$ cat src/rtl/stream_pool2x2_pkg.sv
// Shared types and helpers for the streaming 2x2 pooling stage.
//   pool_mode_e : pooling mode (MODE_MAX / MODE_AVG)
//   comb_t      : wide signed type for the pair/quad combine datapath
//   combine()   : max or sum of two sign-extended operands
package stream_pool2x2_pkg;

    typedef enum logic {
        MODE_MAX = 1'b0,
        MODE_AVG = 1'b1
    } pool_mode_e;

    // Wide enough for DATA_W up to 32 plus two growth bits for a 4-value sum.
    localparam int unsigned COMB_W = 34;

    typedef logic signed [COMB_W-1:0] comb_t;

    function automatic comb_t combine(input comb_t a, input comb_t b, input pool_mode_e mode);
        if (mode == MODE_AVG) begin
            return a + b;
        end
        return (a > b) ? a : b;
    endfunction

endpackage

$ cat src/rtl/stream_pool2x2_if.sv
// Stream bundle for the pooling stage: pixel input and pooled-result output handshakes.
//   in_valid/in_ready/in_data          : pixel stream into the pool
//   out_valid/out_ready/out_data/out_last : pooled results out of the pool
// Modports: slave = the pooling block, master = the environment driving/consuming it.
interface stream_pool2x2_if #(
    parameter int unsigned DATA_W = 8
) ();

    logic                     in_valid;
    logic                     in_ready;
    logic signed [DATA_W-1:0] in_data;
    logic                     out_valid;
    logic                     out_ready;
    logic signed [DATA_W-1:0] out_data;
    logic                     out_last;

    modport slave (
        input  in_valid,
        input  in_data,
        input  out_ready,
        output in_ready,
        output out_valid,
        output out_data,
        output out_last
    );

    modport master (
        output in_valid,
        output in_data,
        output out_ready,
        input  in_ready,
        input  out_valid,
        input  out_data,
        input  out_last
    );

endinterface

$ cat src/rtl/stream_pool2x2_line_buf.sv
// Line buffer holding the horizontal pair results of an even row until the odd row arrives.
//   clk_i   : clock
//   we_i    : synchronous write enable
//   waddr_i : write address (col >> 1)
//   wdata_i : pair result to store
//   raddr_i : combinational read address (col >> 1)
//   rdata_o : stored pair result
// Contents are not reset: every entry is written in the even row before the odd row reads it.
module stream_pool2x2_line_buf #(
    parameter int unsigned Depth = 4,
    parameter int unsigned Width = 10,
    parameter int unsigned AddrW = 2
) (
    input  logic             clk_i,
    input  logic             we_i,
    input  logic [AddrW-1:0] waddr_i,
    input  logic [Width-1:0] wdata_i,
    input  logic [AddrW-1:0] raddr_i,
    output logic [Width-1:0] rdata_o
);

    logic [Width-1:0] mem_q [Depth];

    always_ff @(posedge clk_i) begin
        if (we_i) begin
            mem_q[waddr_i] <= wdata_i;
        end
    end

    assign rdata_o = mem_q[raddr_i];

endmodule

$ cat src/rtl/stream_pool2x2.sv
// Streaming 2x2 stride-2 pooling stage (max or average) over a row-major single-channel frame.
//   clk  : rising-edge clock
//   rst  : synchronous active-high reset, dominates en and handshakes
//   en   : global enable; low freezes all state and drops in_ready
//   mode : 0 = max, 1 = average; latched on the accept of pixel (0,0)
//   bus  : slave side of the stream bundle (pixel in, pooled result out with out_last)
// A result is registered on the edge that accepts the bottom-right pixel of a window.
module stream_pool2x2
    import stream_pool2x2_pkg::*;
#(
    parameter int unsigned DATA_W = 8,
    parameter int unsigned IMG_W  = 8,
    parameter int unsigned IMG_H  = 8
) (
    input logic             clk,
    input logic             rst,
    input logic             en,
    input logic             mode,
    stream_pool2x2_if.slave bus
);

    localparam int unsigned W2     = DATA_W + 2;
    localparam int unsigned COL_W  = $clog2(IMG_W);
    localparam int unsigned ROW_W  = $clog2(IMG_H);
    localparam int unsigned DEPTH  = IMG_W / 2;
    localparam int unsigned ADDR_W = (DEPTH > 1) ? $clog2(DEPTH) : 1;

    localparam logic [COL_W-1:0] COL_LAST = COL_W'(IMG_W - 1);
    localparam logic [ROW_W-1:0] ROW_LAST = ROW_W'(IMG_H - 1);

    if ((IMG_W < 2) || ((IMG_W % 2) != 0)) begin : g_bad_img_w
        $error("stream_pool2x2: IMG_W must be even and >= 2");
    end
    if ((IMG_H < 2) || ((IMG_H % 2) != 0)) begin : g_bad_img_h
        $error("stream_pool2x2: IMG_H must be even and >= 2");
    end
    if ((DATA_W < 2) || (DATA_W > COMB_W - 2)) begin : g_bad_data_w
        $error("stream_pool2x2: DATA_W out of supported range");
    end

    logic [COL_W-1:0]         col_q, col_d;
    logic [ROW_W-1:0]         row_q, row_d;
    pool_mode_e               mode_q, mode_d;
    logic signed [DATA_W-1:0] hold_q, hold_d;
    logic                     out_valid_q, out_valid_d;
    logic signed [DATA_W-1:0] out_data_q, out_data_d;
    logic                     out_last_q, out_last_d;

    logic                     in_ready;
    logic                     in_acc;
    logic                     out_acc;
    logic                     res_load;
    logic                     buf_we;
    logic [ADDR_W-1:0]        buf_addr;
    logic [W2-1:0]            buf_wdata;
    logic [W2-1:0]            buf_rdata;

    comb_t                    pix_ext;
    comb_t                    hold_ext;
    comb_t                    buf_ext;
    comb_t                    pair;
    comb_t                    quad;
    comb_t                    quad_avg;
    logic signed [DATA_W-1:0] res;

    // A pending result blocks input so it can never be overwritten before it is taken.
    assign in_ready = en & (~out_valid_q | bus.out_ready);
    assign in_acc   = bus.in_valid & in_ready;
    assign out_acc  = out_valid_q & bus.out_ready;

    assign buf_addr = ADDR_W'(col_q >> 1);
    assign buf_we   = in_acc & col_q[0] & ~row_q[0];
    assign res_load = in_acc & col_q[0] & row_q[0];

    always_comb begin
        pix_ext   = comb_t'(bus.in_data);
        hold_ext  = comb_t'(hold_q);
        buf_ext   = comb_t'($signed(buf_rdata));
        pair      = combine(hold_ext, pix_ext, mode_q);
        quad      = combine(buf_ext, pair, mode_q);
        // Arithmetic shift floors toward -inf; the quotient always fits back in DATA_W.
        quad_avg  = quad >>> 2;
        buf_wdata = W2'(pair);
        if (mode_q == MODE_AVG) begin
            res = DATA_W'(quad_avg);
        end else begin
            res = DATA_W'(quad);
        end
    end

    always_comb begin
        col_d       = col_q;
        row_d       = row_q;
        mode_d      = mode_q;
        hold_d      = hold_q;
        out_valid_d = out_valid_q;
        out_data_d  = out_data_q;
        out_last_d  = out_last_q;

        if (in_acc) begin
            if ((col_q == '0) && (row_q == '0)) begin
                mode_d = pool_mode_e'(mode);
            end
            if (!col_q[0]) begin
                hold_d = bus.in_data;
            end
            if (col_q == COL_LAST) begin
                col_d = '0;
                row_d = (row_q == ROW_LAST) ? '0 : row_q + ROW_W'(1);
            end else begin
                col_d = col_q + COL_W'(1);
            end
        end

        if (res_load) begin
            out_valid_d = 1'b1;
            out_data_d  = res;
            out_last_d  = (col_q == COL_LAST) && (row_q == ROW_LAST);
        end else if (out_acc) begin
            out_valid_d = 1'b0;
            out_last_d  = 1'b0;
        end
    end

    always_ff @(posedge clk) begin
        if (rst) begin
            col_q       <= '0;
            row_q       <= '0;
            mode_q      <= MODE_MAX;
            hold_q      <= '0;
            out_valid_q <= 1'b0;
            out_data_q  <= '0;
            out_last_q  <= 1'b0;
        end else if (en) begin
            col_q       <= col_d;
            row_q       <= row_d;
            mode_q      <= mode_d;
            hold_q      <= hold_d;
            out_valid_q <= out_valid_d;
            out_data_q  <= out_data_d;
            out_last_q  <= out_last_d;
        end
    end

    stream_pool2x2_line_buf #(
        .Depth (DEPTH),
        .Width (W2),
        .AddrW (ADDR_W)
    ) u_line_buf (
        .clk_i   (clk),
        .we_i    (buf_we),
        .waddr_i (buf_addr),
        .wdata_i (buf_wdata),
        .raddr_i (buf_addr),
        .rdata_o (buf_rdata)
    );

    assign bus.in_ready  = in_ready;
    assign bus.out_valid = out_valid_q;
    assign bus.out_data  = out_data_q;
    assign bus.out_last  = out_last_q;

endmodule

$ cat src/flat_wrapper.sv
// flat-port wrapper written by rule: the top's interface ports become plain ports
module stream_pool2x2_flat import stream_pool2x2_pkg::*;
#(
    parameter int unsigned DATA_W = 8,
    parameter int unsigned IMG_W  = 8,
    parameter int unsigned IMG_H  = 8
)
  (clk, rst, en, mode, bus_in_valid, bus_in_data, bus_out_ready, bus_in_ready, bus_out_valid, bus_out_data, bus_out_last);
  stream_pool2x2_if #(.DATA_W(DATA_W)) bus_i ();
  input logic clk;
  input logic rst;
  input logic en;
  input logic mode;
  input wire logic [$bits(bus_i.in_valid)-1:0] bus_in_valid;
  input wire logic [$bits(bus_i.in_data)-1:0] bus_in_data;
  input wire logic [$bits(bus_i.out_ready)-1:0] bus_out_ready;
  output wire logic [$bits(bus_i.in_ready)-1:0] bus_in_ready;
  output wire logic [$bits(bus_i.out_valid)-1:0] bus_out_valid;
  output wire logic [$bits(bus_i.out_data)-1:0] bus_out_data;
  output wire logic [$bits(bus_i.out_last)-1:0] bus_out_last;
  assign bus_i.in_valid = bus_in_valid;
  assign bus_i.in_data = bus_in_data;
  assign bus_i.out_ready = bus_out_ready;
  assign bus_in_ready = bus_i.in_ready;
  assign bus_out_valid = bus_i.out_valid;
  assign bus_out_data = bus_i.out_data;
  assign bus_out_last = bus_i.out_last;
  stream_pool2x2 #(.DATA_W(DATA_W), .IMG_W(IMG_W), .IMG_H(IMG_H)) u_core (.clk(clk), .rst(rst), .en(en), .mode(mode), .bus(bus_i));
endmodule
$ cat config.mk
export PLATFORM = sky130hd
export DESIGN_NAME = stream_pool2x2_flat
export DESIGN_NICKNAME = d
export VERILOG_FILES = /design/src/rtl/stream_pool2x2_pkg.sv /design/src/rtl/stream_pool2x2_if.sv /design/src/rtl/stream_pool2x2_line_buf.sv /design/src/rtl/stream_pool2x2.sv /design/src/flat_wrapper.sv
export SDC_FILE = /design/constraint.sdc
export NUM_CORES = 1
export LEC_CHECK = 0
export CORE_MARGIN = 4
export CORE_UTILIZATION = 60
export DETAILED_ROUTE_END_ITERATION = 7
export GPL_ROUTABILITY_DRIVEN = 0
export PLACE_DENSITY = 0.78
export SLEW_MARGIN = 10
export SYNTH_ARGS = -nofsm -noshare
export SYNTH_HDL_FRONTEND = slang
export SYNTH_HIERARCHICAL = 1
export SYNTH_SLANG_ARGS = --single-unit
$ cat constraint.sdc
create_clock -name clk -period 6 [get_ports clk]
set_input_delay 1.2 -clock clk [delete_from_list [all_inputs] [get_ports clk]]
set_output_delay 1.2 -clock clk [all_outputs]
set_load 0.005 [all_outputs]
Word-level counts from Yosys, hierarchy flattened
Memory sizes are Yosys's and may differ from the RTL's. A register that Yosys moved wholly into a read port is not among the register bits.
Cells that the tools add are included.
- div/mod/pow operators: 0
- shifts and indexed selects: 0
- add/sub/neg operators: 4
- equal/unequal tests: 2
- reductions and logical operators: 11
- multipliers: 0
- order comparisons: 2
- bitwise gates (word level): 10
- mux-type cells: 17
- operators with widths (kind ; count):
    $mux W34 ; 3
    $gt A10 B34 Y1 ; 1
    $mux W10 ; 3
    $add A10 B10 Y10 ; 1
    $add A8 B8 Y9 ; 1
    $reduce_and A3 Y1 ; 3
    $gt A8 B8 Y1 ; 1
    $mux W8 ; 1
    $add A3 B1 Y3 const B ; 2
    $and A1 B1 Y1 ; 6
    $eq A3 B3 Y1 const B ; 2
    $logic_not A3 Y1 ; 2
    $mux W1 ; 6
    $mux W3 ; 2
    $reduce_and A2 Y1 ; 3
    $mux W2 ; 2
    $not A1 Y1 ; 3
    $logic_and A1 B1 Y1 ; 2
    $reduce_bool A2 Y1 ; 1
    $or A1 B1 Y1 ; 1
- input port bits: 14
- output and inout bits: 11
- memories kept: 1
- bits in latches: 0
- word-level logic and storage cells: 54
- memory bits (read-only): 0
- flip-flop bits (word level): 25
- memory bits (writable): 40
- memories (memory ; depth ; bits a word ; rd ports ; clocked after Yosys merged registers in ; wr ports ; line ; text):
    u_core.u_line_buf.mem_q ; 4 ; 10 ; 1 ; 1 ; 1 ; stream_pool2x2_line_buf.sv:22 ; logic [Width-1:0] mem_q [Depth];

Depth between registers and ports, before layout
- depth in word-level cells: 8
- mapped depth: 16
- gate-level depth less buffers: 15

Modules after synthesis
The synthesis kept the hierarchy.
- modules (own cells, without submodules) (module ; cells an instance ; seq. area each (um^2) ; area each (um^2) ; times used):
    stream_pool2x2 ; 314 ; 500.5 ; 2591.2 ; 1
    stream_pool2x2_line_buf ; 56 ; 1201.2 ; 1473.9 ; 1

Least setup slack after synthesis
Ideal clock, no wire load.
- kind: input-to-reg
- start point: input port bus_in_data[0]
- end point: register u_core.out_data_q[1], in the netlist u_core/bus.out_data[1]
- required time: 5.859 ns
- slack: 1.326 ns
- path buffers: 0
- data arrival time: 4.533 ns
- stages on the path: 15
- library setup time: 0.141 ns
- path through: ha_1 fa_1 nand2b_1 a21oi_1 nor2_1 o31ai_1 a2111oi_0 o22a_1 ha_1 nor4bb_1 o211ai_1 and3_1 or3_1 a21oi_1 a221oi_1
- word-level cells in the longest chain between the ends: 7
- elaborated cells on any way between the ends: 11
- those cells by class: add/sub (2); order compare (2); mux (7)
- RTL lines (what ; line ; text):
    from (decl) ; flat_wrapper.sv:15 ; input wire logic [$bits(bus_i.in_data)-1:0] bus_in_data;
    $add A8 B8 Y9 or $gt A8 B8 Y1 (tied branches) ; stream_pool2x2_pkg.sv:19, stream_pool2x2_pkg.sv:21 ;
    $mux W34 (on tied branches) ; stream_pool2x2_pkg.sv:18, stream_pool2x2_pkg.sv:21 ;
    $mux W34 (*) ; stream_pool2x2_pkg.sv:21 ; return (a > b) ? a : b;
    named net u_core.pair[10] ; stream_pool2x2.sv:61 ; comb_t pair;
    $gt A10 B34 Y1 (*) ; stream_pool2x2_pkg.sv:21 ;
    $mux W10 (*) (2 in series) ; stream_pool2x2_pkg.sv:21 ;
    $mux W8 (*) ; stream_pool2x2.sv:84 ; if (mode_q == MODE_AVG) begin
    to (signal assigned) ; stream_pool2x2.sv:140 ; out_data_q <= out_data_d;
    to (decl) ; stream_pool2x2.sv:46 ; logic signed [DATA_W-1:0] out_data_q, out_data_d;
The timed path passes the listed nets; every way through them passes the cells marked *. The select of a mux whose other input is x is not followed.
A chain may end at the register's enable or synchronous reset.

Worst setup path in the final report
- start point: input port bus_in_data[0]
- end point: register u_core.out_data_q[6], in the netlist u_core/bus.out_data[6]
The elaborated chain is that of the path after synthesis.

==> flow_summary.ini <==
[cts]
clk_pin_slew_ns = 0.07
cts_made_buffers = 9
tritoncts = built
root_buffer = clkbuf_8
clock_latency_ns = 0.36
ctsHtreeMaxLevel = 3
cts_hold_buf = 0
post_cts_buffers = 0
clockBufferDepth = 2
clock_sinks = 65
cts-resized-gates = 0

[setup_path]
crit_buf_inv = 1
crit_chain = clkdlybuf4s50_1 > ha_1 > fa_1 > nand2b_1 > a21oi_1 > nor2_1 > o31ai_1 > a2111oi_0 > o22a_1 > ha_1 > nor4bb_1 > o211ai_1 > and3_1 > or3_1 > a21oi_1 > a221oi_1
rrSetupSlack_ns = 1.45
cp.required_ns = 6.21
critical-path-slowest-cell = a2111oi_0
max_stage_delay_ns = 0.58
path_delay_family = compound AO/OA/AOI/OAI gates
worstSetupEndpointType = flip-flop
worstPathArrival_ns = 5.80
critPathKind = input pin to flip-flop
crit_fanout = 10
critPathLaunchType = input pin

[floorplan]
rows = 29
dieArea_sq_um = 8160
ioPinCount = 25
die_h_um = 90.3
core_sq_um = 6460
fp.dieW_um = 90.3
start_util = 0.629

[final_layout]
syn2layout_area_growth_pct = 12.6
drive_above_1_share = 0.121
design_area_sq_um = 4580
multi_input_area_sq_um = 2190
n_antenna_cell = 0
fillCellCount = 471
layout.nets = 457
seqCellArea_sq_um = 1700

[yosys]
synth_area_leader_cell = edfxtp_1
synthCells = 370
syn_area_sq_um = 4070
ys_seq_area_frac = 0.419
synth.distinct_cells = 61
synthTopCellsByArea = edfxtp_1, ha_1, dfxtp_1
syn_avg_cell_area_sq_um = 11.0
synth.most_common_cell = ha_1
synth.top_cell.area_share = 0.295
ys_ff_latch = 65
syn_nets = 427
synth_edf_count = 40
ys.flop_type = edfxtp_1
synthArstFlopShare = 0
synth_warnings = 6
synthTopCellsByCount = ha_1, edfxtp_1, inv_1

[worst_hold_path]
hold_class = flip-flop to flip-flop

[timing]
drv_slew = 0
finalHoldViolCount = 0
rsz0062_at_grt = false
setup_viol = 0
final.setup.tns_ns = 0
min_period_ns = 5.58
worst_slack_ns = 0.416
relSlewSlack = 0.405
clock.fmax_ghz = 0.179
post-route-period-util = 0.931
clock_skew_ns = 0.00599
worstMarginPinSlew_ns = 0.891

[routing]
wl_per_cell_um = 18.1
ant_nets = 0
drt-total-wl_um = 8700
dr.pass1.iters = 4
drc = 0
drt_iter0_drc = 191
vias = 3035
vias_per_cell = 6.30

[grt]
grt.total_usage = 0.226
grt_pass1_wl_um = 14600
grt_pass1_vias = 3029
busiest_layer = met2
grt_remaining_overflow = 0
use_met1 = 0.299
grt_max_degree = 21
antenna_found_initial = 0
grt_use_met2 = 0.354
grt_use_met3 = 0.0517

[power_and_ir_drop]
power_density_nw_per_um2 = 241
irDropWorstVdd_v = 0.000166
power.total_mw = 1.10
p_leak_nw = 1.75

[status]
outcome = finished, final reports clean

[placed_design]
dp_slack_ns = 0.151
port_buffers = 24
dpl.hpwl_um = 6530
place_area_sq_um = 4380

[run]
maxCapViolCount = 0
state kept, by name, summed over array words and instances, names as in the netlist:
signal / flops
u_core/row_q: 3
u_core/bus.out_data: 8
u_core/u_line_buf/mem_q: 40
u_core/bus.out_last: 1
u_core/hold_q: 8
u_core/mode_q: 1
u_core/bus.out_valid: 1
u_core/col_q: 3
area by class of cell:
type / count / area share
clock buffer: 9 / 0.0271
clock inverter: 7 / 0.0172
inverter: 29 / 0.0238
multi-input combinational: 266 / 0.479
sequential: 65 / 0.372
tap: 77 / 0.0210
timing repair buffer: 29 / 0.0607
logic make-up after synthesis:
group,Yosys count,synth area share
AO/OA/AOI/OAI,80,0.139
XOR/XNOR,8,0.0172
adder cells (fa/ha/maj),43,0.134
buffers and inverters,39,0.0425
flip-flops,65,0.419
multiplexers,35,0.120
AND/OR/NAND/NOR,100,0.128
tightest hold or removal path, cell delays in order, from the launching register on:
cell     delay, ns
dfxtp_1       0.32
nand3_1       0.07
a21oi_1       0.06
metal layers:
layer  vias to the layer above  share of wire
li1                       1449              -
met1                      1465           0.45
met2                        96           0.47
met3                        25          0.055
met4                         0          0.028
met5                         -              0
cell usage in the layout, fill, tap and decap left out, types with 5 or more instances in the layout:
master	count
edfxtp_1	40
ha_1	42
nand2b_1	7
mux2_2	7
nor2_1	25
buf_4	5
dfxtp_1	25
nor2b_1	5
a21oi_1	25
xnor2_1	6
nand3_1	6
o21ai_0	12
mux2i_1	17
mux4_2	10
clkbuf_8	9
nand2_1	27
a221oi_1	6
clkdlybuf4s50_1	24
inv_1	29
nor3_1	5
a211oi_1	7
where the power goes:
part           leakage, nW  internal, mW  switching [mW]
Combinational         1.08        0.0956           0.133
Clock                0.104         0.196           0.185
Sequential           0.565         0.488         0.00705
metrics by stage:
| step | utilization | std cells | hold slack, ns |
|---|---|---|---|
| 3_3_place_gp | 0.677 | 466 | 0.469 |
| 3_5_place_dp | 0.677 | 466 | 0.475 |
| 5_1_grt | 0.709 | 482 | 0.523 |
| 2_1_floorplan | - | 370 | 0.453 |
| 6_report | 0.709 | 482 | 0.486 |
| 4_1_cts | 0.709 | 482 | 0.485 |
path summary, 6_finish.rpt:
check / start / to / cells past startpoint
setup / recovery: bus_in_data[0] / u_core/bus.out_data[6] / 16
setup reg to reg: u_core/hold_q[0] / u_core/bus.out_data[6] / 15
hold reg to reg: u_core/bus.out_last / u_core/bus.out_last / 2
hold / removal: u_core/bus.out_last / u_core/bus.out_last / 2
(Power assumes the default switching activity.)
